**config.mk**
```make
export PLATFORM = sky130hd
export DESIGN_NAME = bpu_resolve_queue
export DESIGN_NICKNAME = d
export VERILOG_FILES = /design/src/rtl/bpu_pkg.sv /design/src/rtl/bpu_meta_fifo.sv /design/src/rtl/bpu_resolve_queue.sv
export SDC_FILE = /design/constraint.sdc
export NUM_CORES = 1
export LEC_CHECK = 0
export ABC_CLOCK_PERIOD_IN_PS = 13900
export CORE_UTILIZATION = 59
export DETAILED_ROUTE_END_ITERATION = 7
export PLACE_DENSITY_LB_ADDON = 0.1
export SLEW_MARGIN = 10
export SYNTH_ARGS = -nofsm -noshare
export SYNTH_HDL_FRONTEND = slang
export SYNTH_SLANG_ARGS = --single-unit
```
**constraint.sdc**
```tcl
create_clock -name clk -period 13.9 [get_ports clk]
set_clock_uncertainty 0.15 [all_clocks]
set_input_delay 3.475 -clock clk [delete_from_list [all_inputs] [get_ports clk]]
set_output_delay 3.475 -clock clk [all_outputs]
set_load 0.01 [all_outputs]
```
**src/rtl/bpu_pkg.sv**
```systemverilog
// Shared definitions for the next-PC prediction path: branch kinds,
// default widths and the default-width prediction metadata entry.
package bpu_pkg;

   localparam int unsigned BPU_ADDR_W = 30;
   localparam int unsigned BPU_GH_W   = 14;
   localparam int unsigned BPU_DEPTH  = 8;
   localparam int unsigned BPU_KIND_W = 3;

   typedef enum logic [BPU_KIND_W-1:0] {
      KIND_NOT_JUMP      = 3'd0,
      KIND_DIRECT_JUMP   = 3'd1,
      KIND_JUMP          = 3'd2,
      KIND_CALL          = 3'd3,
      KIND_RET           = 3'd4,
      KIND_INDIRECT_JUMP = 3'd5,
      KIND_OTHER_JUMP    = 3'd6
   } bpu_kind_e;

   typedef struct packed {
      logic [BPU_ADDR_W-1:0] pc;
      logic [BPU_GH_W-1:0]   gh_hashed;
      logic [BPU_ADDR_W-1:0] npc_pdc;
      logic [BPU_KIND_W-1:0] kind_pdc;
      logic                  taken_pdc;
      logic                  choice_pdc;
   } bpu_entry_t;

   function automatic logic is_ret(input logic [BPU_KIND_W-1:0] kind);
      return kind == 3'(KIND_RET);
   endfunction

endpackage

```
**src/rtl/bpu_meta_fifo.sv**
```systemverilog
// Circular buffer for prediction metadata with push, pop, flush and a
// combinational head read port; count separates full from empty.
module bpu_meta_fifo #(
   parameter int unsigned WIDTH = 8,
   parameter int unsigned DEPTH = 8,
   localparam int unsigned PTR_W = $clog2(DEPTH),
   localparam int unsigned CNT_W = PTR_W + 1
) (
   input  logic             clk,
   input  logic             rst,
   input  logic             push,
   input  logic             pop,
   input  logic             flush,
   input  logic [WIDTH-1:0] din,
   output logic [WIDTH-1:0] head_data_c,
   output logic [CNT_W-1:0] count,
   output logic             full_c,
   output logic             empty_c
);

   logic [WIDTH-1:0] mem [DEPTH];
   logic [PTR_W-1:0] head;
   logic [PTR_W-1:0] tail;

   assign head_data_c = mem[head];
   assign full_c      = (count == CNT_W'(DEPTH));
   assign empty_c     = (count == '0);

   // Storage carries no reset; validity is tracked solely by count.
   always_ff @(posedge clk) begin
      if (push && !flush) begin
         mem[tail] <= din;
      end
   end

   // Flush retires the head and discards every younger entry.
   always_ff @(posedge clk or posedge rst) begin
      if (rst) begin
         head  <= '0;
         tail  <= '0;
         count <= '0;
      end else if (flush) begin
         head  <= head + PTR_W'(1);
         tail  <= head + PTR_W'(1);
         count <= '0;
      end else begin
         if (push) begin
            tail <= tail + PTR_W'(1);
         end
         if (pop) begin
            head <= head + PTR_W'(1);
         end
         count <= count + CNT_W'(push) - CNT_W'(pop);
      end
   end

endmodule

```
**src/rtl/bpu_resolve_queue.sv**
```systemverilog
// Resolution end of next-PC prediction: queues fetch predictions in order,
// checks the oldest against the EX outcome, emits predictor update and redirect.
module bpu_resolve_queue
   import bpu_pkg::*;
#(
   parameter int unsigned ADDR_WIDTH = BPU_ADDR_W,
   parameter int unsigned gh_width   = BPU_GH_W,
   parameter int unsigned DEPTH      = BPU_DEPTH,
   localparam int unsigned PTR_W     = $clog2(DEPTH)
) (
   input  logic                  clk,
   input  logic                  rst,
   input  logic                  enq_valid,
   output logic                  enq_ready,
   input  logic [ADDR_WIDTH-1:0] enq_pc,
   input  logic [gh_width-1:0]   enq_gh_hashed,
   input  logic [ADDR_WIDTH-1:0] enq_npc_pdc,
   input  logic [2:0]            enq_kind_pdc,
   input  logic                  enq_taken_pdc,
   input  logic                  enq_choice_pdc,
   input  logic                  res_valid,
   output logic                  res_ready,
   input  logic [ADDR_WIDTH-1:0] res_npc_real,
   input  logic [2:0]            res_kind_real,
   output logic                  update_en,
   output logic [ADDR_WIDTH-1:0] npc_ex,
   output logic [gh_width-1:0]   pc_ex_gh_hashed,
   output logic [2:0]            kind_ex,
   output logic                  choice_real,
   output logic                  mis_pdc,
   output logic                  redirect_valid,
   output logic [ADDR_WIDTH-1:0] redirect_pc,
   output logic [PTR_W:0]        occupancy,
   output logic                  underflow_err
);

   typedef struct packed {
      logic [ADDR_WIDTH-1:0] pc;
      logic [gh_width-1:0]   gh_hashed;
      logic [ADDR_WIDTH-1:0] npc_pdc;
      logic [2:0]            kind_pdc;
      logic                  taken_pdc;
      logic                  choice_pdc;
   } entry_t;

   localparam int unsigned ENTRY_W = $bits(entry_t);

   entry_t enq_entry_c;
   entry_t head_c;
   logic   full_c;
   logic   empty_c;
   logic   pop_c;
   logic   mis_c;
   logic   push_c;
   logic   choice_next_c;
   logic   unused_head_fields_c;

   assign enq_entry_c = '{
      pc:         enq_pc,
      gh_hashed:  enq_gh_hashed,
      npc_pdc:    enq_npc_pdc,
      kind_pdc:   enq_kind_pdc,
      taken_pdc:  enq_taken_pdc,
      choice_pdc: enq_choice_pdc
   };

   assign enq_ready = !full_c;
   assign res_ready = !empty_c;

   // A push alongside a mispredicting pop is wrong-path and is dropped.
   assign pop_c  = res_valid && res_ready;
   assign mis_c  = pop_c && (head_c.npc_pdc != res_npc_real);
   assign push_c = enq_valid && enq_ready && !mis_c;

   // Only a RET resolves through the chooser; a wrong RET means the other source was right.
   assign choice_next_c = is_ret(res_kind_real) ? (head_c.choice_pdc ^ mis_c)
                                                : head_c.choice_pdc;

   assign unused_head_fields_c = ^{head_c.pc, head_c.kind_pdc, head_c.taken_pdc};

   bpu_meta_fifo #(
      .WIDTH (ENTRY_W),
      .DEPTH (DEPTH)
   ) u_fifo (
      .clk         (clk),
      .rst         (rst),
      .push        (push_c),
      .pop         (pop_c),
      .flush       (mis_c),
      .din         (enq_entry_c),
      .head_data_c (head_c),
      .count       (occupancy),
      .full_c      (full_c),
      .empty_c     (empty_c)
   );

   // Update bundle and redirect, one cycle after the resolving pop.
   always_ff @(posedge clk or posedge rst) begin
      if (rst) begin
         update_en       <= 1'b0;
         npc_ex          <= '0;
         pc_ex_gh_hashed <= '0;
         kind_ex         <= '0;
         choice_real     <= 1'b0;
         mis_pdc         <= 1'b0;
         redirect_valid  <= 1'b0;
         redirect_pc     <= '0;
         underflow_err   <= 1'b0;
      end else begin
         update_en      <= pop_c;
         redirect_valid <= mis_c;
         if (pop_c) begin
            npc_ex          <= res_npc_real;
            pc_ex_gh_hashed <= head_c.gh_hashed;
            kind_ex         <= res_kind_real;
            choice_real     <= choice_next_c;
            mis_pdc         <= mis_c;
         end
         if (mis_c) begin
            redirect_pc <= res_npc_real;
         end
         if (res_valid && !res_ready) begin
            underflow_err <= 1'b1;
         end
      end
   end

endmodule

```
Yosys cells after proc, flatten, opt, wreduce, memory -nomap -nowiden
Memory sizes are Yosys's and may differ from the RTL's.
Cells that the tools add are included.
Operators by class
  $add $sub $neg: 4
  muxes and demuxes: 8
  reduce and logical (&&, ||, !) cells: 12
  bitwise operators: 1
  eq/ne operators: 3
Operator list (number)
  $ne A30 B30 Y1: 1
  $mux W3: 4
  $add A3 B1 Y3 const B: 2
  $logic_and A1 B1 Y1: 6
  $add A4 B1 Y4: 1
  $eq A4 B4 Y1 const B: 1
  $logic_not A4 Y1: 1
  $mux W4: 1
  $reduce_bool A2 Y1: 2
  $sub A4 B1 Y4: 1
  $eq A3 B3 Y1 const B: 1
  $logic_not A1 Y1: 3
  $mux W1: 3
  $xor A1 B1 Y1: 1
Storage, ports and cells
  bits in registers: 92
  memory bits (writable): 632
  bits of input ports: 116
  memories kept: 1
  output and inout bits: 88
  word-level logic and storage cells: 41
Memories
  u_fifo.mem: words 8, width 79, read ports 1, clocked after memory_dff 0, wr ports 1, line bpu_meta_fifo.sv:21  | logic [WIDTH-1:0] mem [DEPTH];

Longest topological paths before layout
  word-level depth: 9
  gate-level depth with buffers: 19
  depth with buffers taken out: 13

Cells and area by module
From an unflattened synthesis, not the netlist that was laid out.
Second synthesis, totals
  cell total of the unflattened synthesis: 1308
  area, all modules: 27841.7 sq um
Modules (own cells, without submodules)
  bpu_meta_fifo: times used 1, area each 24360.9 sq um, seq. area each 19228.4 sq um, cells each 984
  bpu_resolve_queue: times used 1, area each 3480.8 sq um, seq. area each 2052.0 sq um, cells each 324

Worst setup path before layout
No wires, ideal clock.
  path kind: input to register
  start: input port res_npc_real[15]
  end: memory u_fifo.mem[1][0] in the netlist's numbering (enable)
  library setup time: 0.503 ns
  arrival: 7.850 ns
  data required time: 13.247 ns
  slack: 5.397 ns
  stages: 8
  buffers on the path: 2
  cell sequence: or3_1 a22oi_1 nand4_1 nor4_2 nor2_1 buf_6 buf_6 nor3_1
On the way
  longest elaborated chain between the ends: 7
RTL lines
  from (decl): line bpu_resolve_queue.sv:23  | input logic [ADDR_WIDTH-1:0] res_npc_real,
  $ne A30 B30 Y1 (*): line bpu_resolve_queue.sv:72  | assign mis_c = pop_c && (head_c.npc_pdc != res_npc_real);
  $logic_and A1 B1 Y1 (*): line bpu_resolve_queue.sv:72
  named net mis_c: line bpu_resolve_queue.sv:53  | logic mis_c;
  $logic_not A1 Y1 (*): line bpu_meta_fifo.sv:31, bpu_resolve_queue.sv:73
  $logic_and A1 B1 Y1: line bpu_resolve_queue.sv:73  | assign push_c = enq_valid && enq_ready && !mis_c;
  $logic_and A1 B1 Y1 (*): line bpu_meta_fifo.sv:31  | if (push && !flush) begin
  $mux W1 (*): line bpu_meta_fifo.sv:31
  $mux W1 (not written as such) (*): line bpu_meta_fifo.sv:32  | mem[tail] <= din;
  to (decl): line bpu_meta_fifo.sv:21
Mark *: on every way through the listed nets, which the timed path passes. The rest lies on a longest branch.

Final worst setup path
  start: input port res_npc_real[20]
  end: memory u_fifo.mem[5][30] in the netlist's numbering (enable)
On the way
  longest elaborated chain between the ends: 7
RTL lines (line)
  $ne A30 B30 Y1 (*): bpu_resolve_queue.sv:72
  $logic_and A1 B1 Y1 (*): bpu_resolve_queue.sv:72
  $logic_not A1 Y1 (*): bpu_meta_fifo.sv:31, bpu_resolve_queue.sv:73
  $logic_and A1 B1 Y1: bpu_resolve_queue.sv:73
  $logic_and A1 B1 Y1 (*): bpu_meta_fifo.sv:31
  $mux W1 (*): bpu_meta_fifo.sv:31
  $mux W1 (not written as such) (*): bpu_meta_fifo.sv:32
Every way passes the cells marked *; elsewhere a longest branch is shown, timed or not.

==> metrics.md <==
| Metric | Value |
|---|---|
| Setup-failing EPs final | `0` |
| Gr usage total | `23.7%` |
| # nets final | `approximately 1,300` |
| Simple-gate portion of the synthesized area | `around 4.6%` |
| WP data arrival | `~7500 ps` |
| Grt total ovfl | `0` |
| Syn_area_per_cell | `roughly 19 µm²` |
| Post-CTS Hold Buffers | `0` |
| Yosys warns | `0` |
| CP bufs+invs | `2` |
| Critical path, cell by cell | `clkdlybuf4s50_1 > xnor2_1 > nor4_1 > nand4_1 > nor4_2 > nor2_4 > nor4b_4 > buf_4` |
| Ports | `roughly 200` |
| Setup bufs post-CTS | `0` |
| Max Slew Vio Count | `0` |
| Vias in the first global route | `slightly above 9,000` |
| Initial antenna violation count | `2` |
| CTS Buf Count | `45` |
| Largest family of logic cells by synthesized area | `multiplexers` |
| Multiplexer area fraction after synthesis | `15.6%` |
| Reg2reg path depth | `10` |
| Mapped Cells | `about 940` |
| First-pass DRT Iterations | `5` |
| Synth Cell Area | `about 18,000 µm²` |
| Clock buffer depth | `3` |
| Wire length per cell | `about 23 µm` |
| Primary FF master, synth | `edfxtp_1` |
| Synth cell types | `between 40 and 50` |
| Status | `completed` |
| Flop2flop setup slack | `just over 7000 ps` |
| Clk pin slew, worst setup/hold paths | `around 60 ps` |
| Async set-reset flop share out of synthesis | `between 20% and 30%` |
| Post-Synth Adder-Cell Area | `0.682%` |
| Max Cap Viol | `0` |
| Initial Util | `between 60% and 70%` |
| Crit path time final | `roughly 7400 ps` |
| CTS Sinks | `around 450` |
| Family with the most delay on the worst path | `simple AND/OR/NAND/NOR gates` |
| Critical path's largest stage delay | `1080 ps` |
| PD cells | `slightly above 200 nW/µm²` |
| Ant. Diodes | `0` |
| Post-synthesis sequential area ratio | `74.5%` |
| Maximum clock frequency | `about 130 MHz` |
| CTS tree | `yes` |
| Crit end category | `register` |
| Synth-to-layout area growth | `20.2%` |
| Total wire length | `35,400 µm` |
| Required time of the worst setup path | `roughly 14,000 ps` |
| Slew @ Worst Pin | `1230 ps` |
| Final period utilization | `between 50 and 60%` |
| Clk Latency, worst-skew pair | `~540 ps` |
| First-pass GRT wire length | `about 54,000 µm` |
| Seq cells post-synth | `452` |
| I/O Buffers | `between 150 and 200` |
| Remaining design rule violation count | `0` |
| Headroom to the max-slew limit | `between 15 and 20%` |
| CP Launch Point | `res_npc_real[20]` |
| Post-CTS Resized | `0` |
| Synth Area in Compound Gates | `under 10%` |
| DP Wirelength | `20,500 µm` |
| Max VDD drop | `about 0.12 mV` |
| Fin. Hold Viols | `0` |
| Worst Path Class, Setup | `primary input to register` |
| Die ar. | `just over 30,000 µm²` |
| Hold Crit Class | `register to register` |
| Vias | `between 9,000 and 10,000` |
| Worst-path fanout max | `33` |
| Reg2reg end | `u_fifo.mem[5][30]$_DFFE_PP_` |
| Worst Setup Start Kind | `primary input` |
| Share of layout cells above drive strength 1 | `17.9%` |
| Vias per cell | `around 6` |
| Hold WS | `roughly 330 ps` |
| Slowest stage cell, crit path | `nor4b_4` |
| DR iter-0 viols | `roughly 570` |
| WP depth | `8` |
| Reg-to-Reg Start | `u_fifo.head[0]$_DFFE_PP0P_` |
| Row cnt | `62` |
| Largest net degree at the start of global routing | `around 70` |
| Tot Pwr | `approximately 4.4 mW` |
| Clk root buf | `clkbuf_16` |
| Post-Synth XOR/XNOR Area | `1.54%` |
| Syn nets | `~1,100` |
| Post-DRT Antenna Nets | `0` |
| RSZ-0062 raised after global routing | `false` |
| Critical path endpoint | `u_fifo.mem[5][30]$_DFFE_PP_` |
| Setup_tns | `0 ps` |
| Leak | `approximately 7.5 nW` |
| RD Place Congestion | `about 0.73` |
| Number of synthesized flops with an enable pin | `360` |
| Chip Height | `between 150 and 200 µm` |
| Core Region | `29,000 µm²` |
| H-tree depth | `2` |
| Die W | `~170 µm` |
[worst register-to-register path, delay by kind of cell (launching register included)]
kind / cells / cell delay (ps)
and+or+nand+nor: 5 / 2650
buffers and inverters: 2 / 1460
muxes: 2 / 910
DFF: 1 / 980
xor gates and xnor gates: 1 / 120
[sequential cells by signal (all words and copies together) (netlist names)]
signal           cells
u_fifo.tail          3
u_fifo.mem         360
redirect_valid       1
u_fifo.head          3
choice_real          1
u_fifo.count         4
npc_ex              30
update_en            1
underflow_err        1
pc_ex_gh_hashed     14
redirect_pc         30
kind_ex              3
mis_pdc              1
[area by class of cell]
type                    instances  area, µm²
clock buffers                  59       1230
fillers                      1849       7850
well taps                     384        480
repair buffers                187       1830
clock inverters                23        158
multi-input cells             433       4310
inverters                       8       32.5
flip-flops and latches        452      13100
[through the flow]
stage / util, % / instance area [µm²] / setup WS, ps / instances
finish: 72.9 / 21200 / 6470 / 1546
floorplan: - / 17600 / 5400 / 937
CTS: 72.9 / 21200 / 6400 / 1546
detailed placement: 68.1 / 19800 / 5840 / 1464
global route: 72.9 / 21200 / 6290 / 1546
global placement: 68.1 / 19800 / 5890 / 1464
[report_power, final]
group	internal, mW	total [mW]	switching [mW]
clock network	0.659	1.13	0.473
logic	0.707	1.35	0.646
registers	1.71	1.89	0.176
total	3.08	4.38	1.29
[Yosys cell counts (4+ instances only)]
library cell,instances,share of area [%]
a22oi_1,5,0.21
buf_1,6,0.13
buf_2,13,0.37
buf_4,4,0.17
buf_6,5,0.32
clkbuf_1,16,0.34
dfrtp_1,92,13
edfxtp_1,360,61
ha_1,8,0.57
inv_1,7,0.15
mux2_1,6,0.38
mux2_2,32,2.0
mux2i_1,57,3.2
mux4_2,76,9.7
nand2_1,127,2.7
nand2b_1,5,0.18
nor2_1,9,0.19
nor2b_1,6,0.21
nor4_1,5,0.18
nor4_2,4,0.28
nor4b_2,4,0.34
o21ai_0,17,0.48
o22ai_1,9,0.32
xnor2_1,22,1.1
xor2_1,9,0.45
[cells by family (layout without fill, tap and decap cells)]
| kind of cell | after synthesis | in the layout |
|---|---|---|
| flip-flops | 452 | 452 |
| AND/OR/NAND/NOR | 175 | 175 |
| multiplexers | 174 | 174 |
| buffers and inverters | 52 | 277 |
| AO/OA/AOI/OAI | 44 | 44 |
| XOR/XNOR | 31 | 31 |
| adder cells (fa/ha/maj) | 9 | 9 |
[layout by cell type (no fill, tap or decap), types with 8 or more instances in the layout]
cell type and n:
edfxtp_1 360, clkdlybuf4s50_1 169, nand2_1 126, dfrtp_1 89
mux4_2 76, mux2i_1 57, clkbuf_16 47, mux2_2 32
xnor2_1 22, buf_4 18, o21ai_0 17, clkinv_2 11
clkbuf_1 11, clkinv_1 10, xor2_1 9, o22ai_1 9
nor2_1 8, ha_1 8
[layer usage]
layer / track usage [%] / routed length [µm]
met5: 0 / 26
met4: 6.20 / 742
met3: 4.09 / 2200
met2: 39.2 / 17400
met1: 33.3 / 15100
[worst min-delay path by stage]
stage,startpoint,end,slack (ps),cells after the start
final,mis_pdc$_DFFE_PP0P_,mis_pdc$_DFFE_PP0P_,330,1
after global routing,npc_ex[7]$_DFFE_PP0P_,npc_ex[7]$_DFFE_PP0P_,350,2
after CTS,npc_ex[22]$_DFFE_PP0P_,npc_ex[22]$_DFFE_PP0P_,330,2
after detailed placement,npc_ex[23]$_DFFE_PP0P_,npc_ex[23]$_DFFE_PP0P_,310,2
after global placement,kind_ex[1]$_DFFE_PP0P_,kind_ex[1]$_DFFE_PP0P_,310,2
after floorplan,underflow_err$_DFFE_PP0P_,underflow_err$_DFFE_PP0P_,360,1
Power figures use the tool's default switching activity.
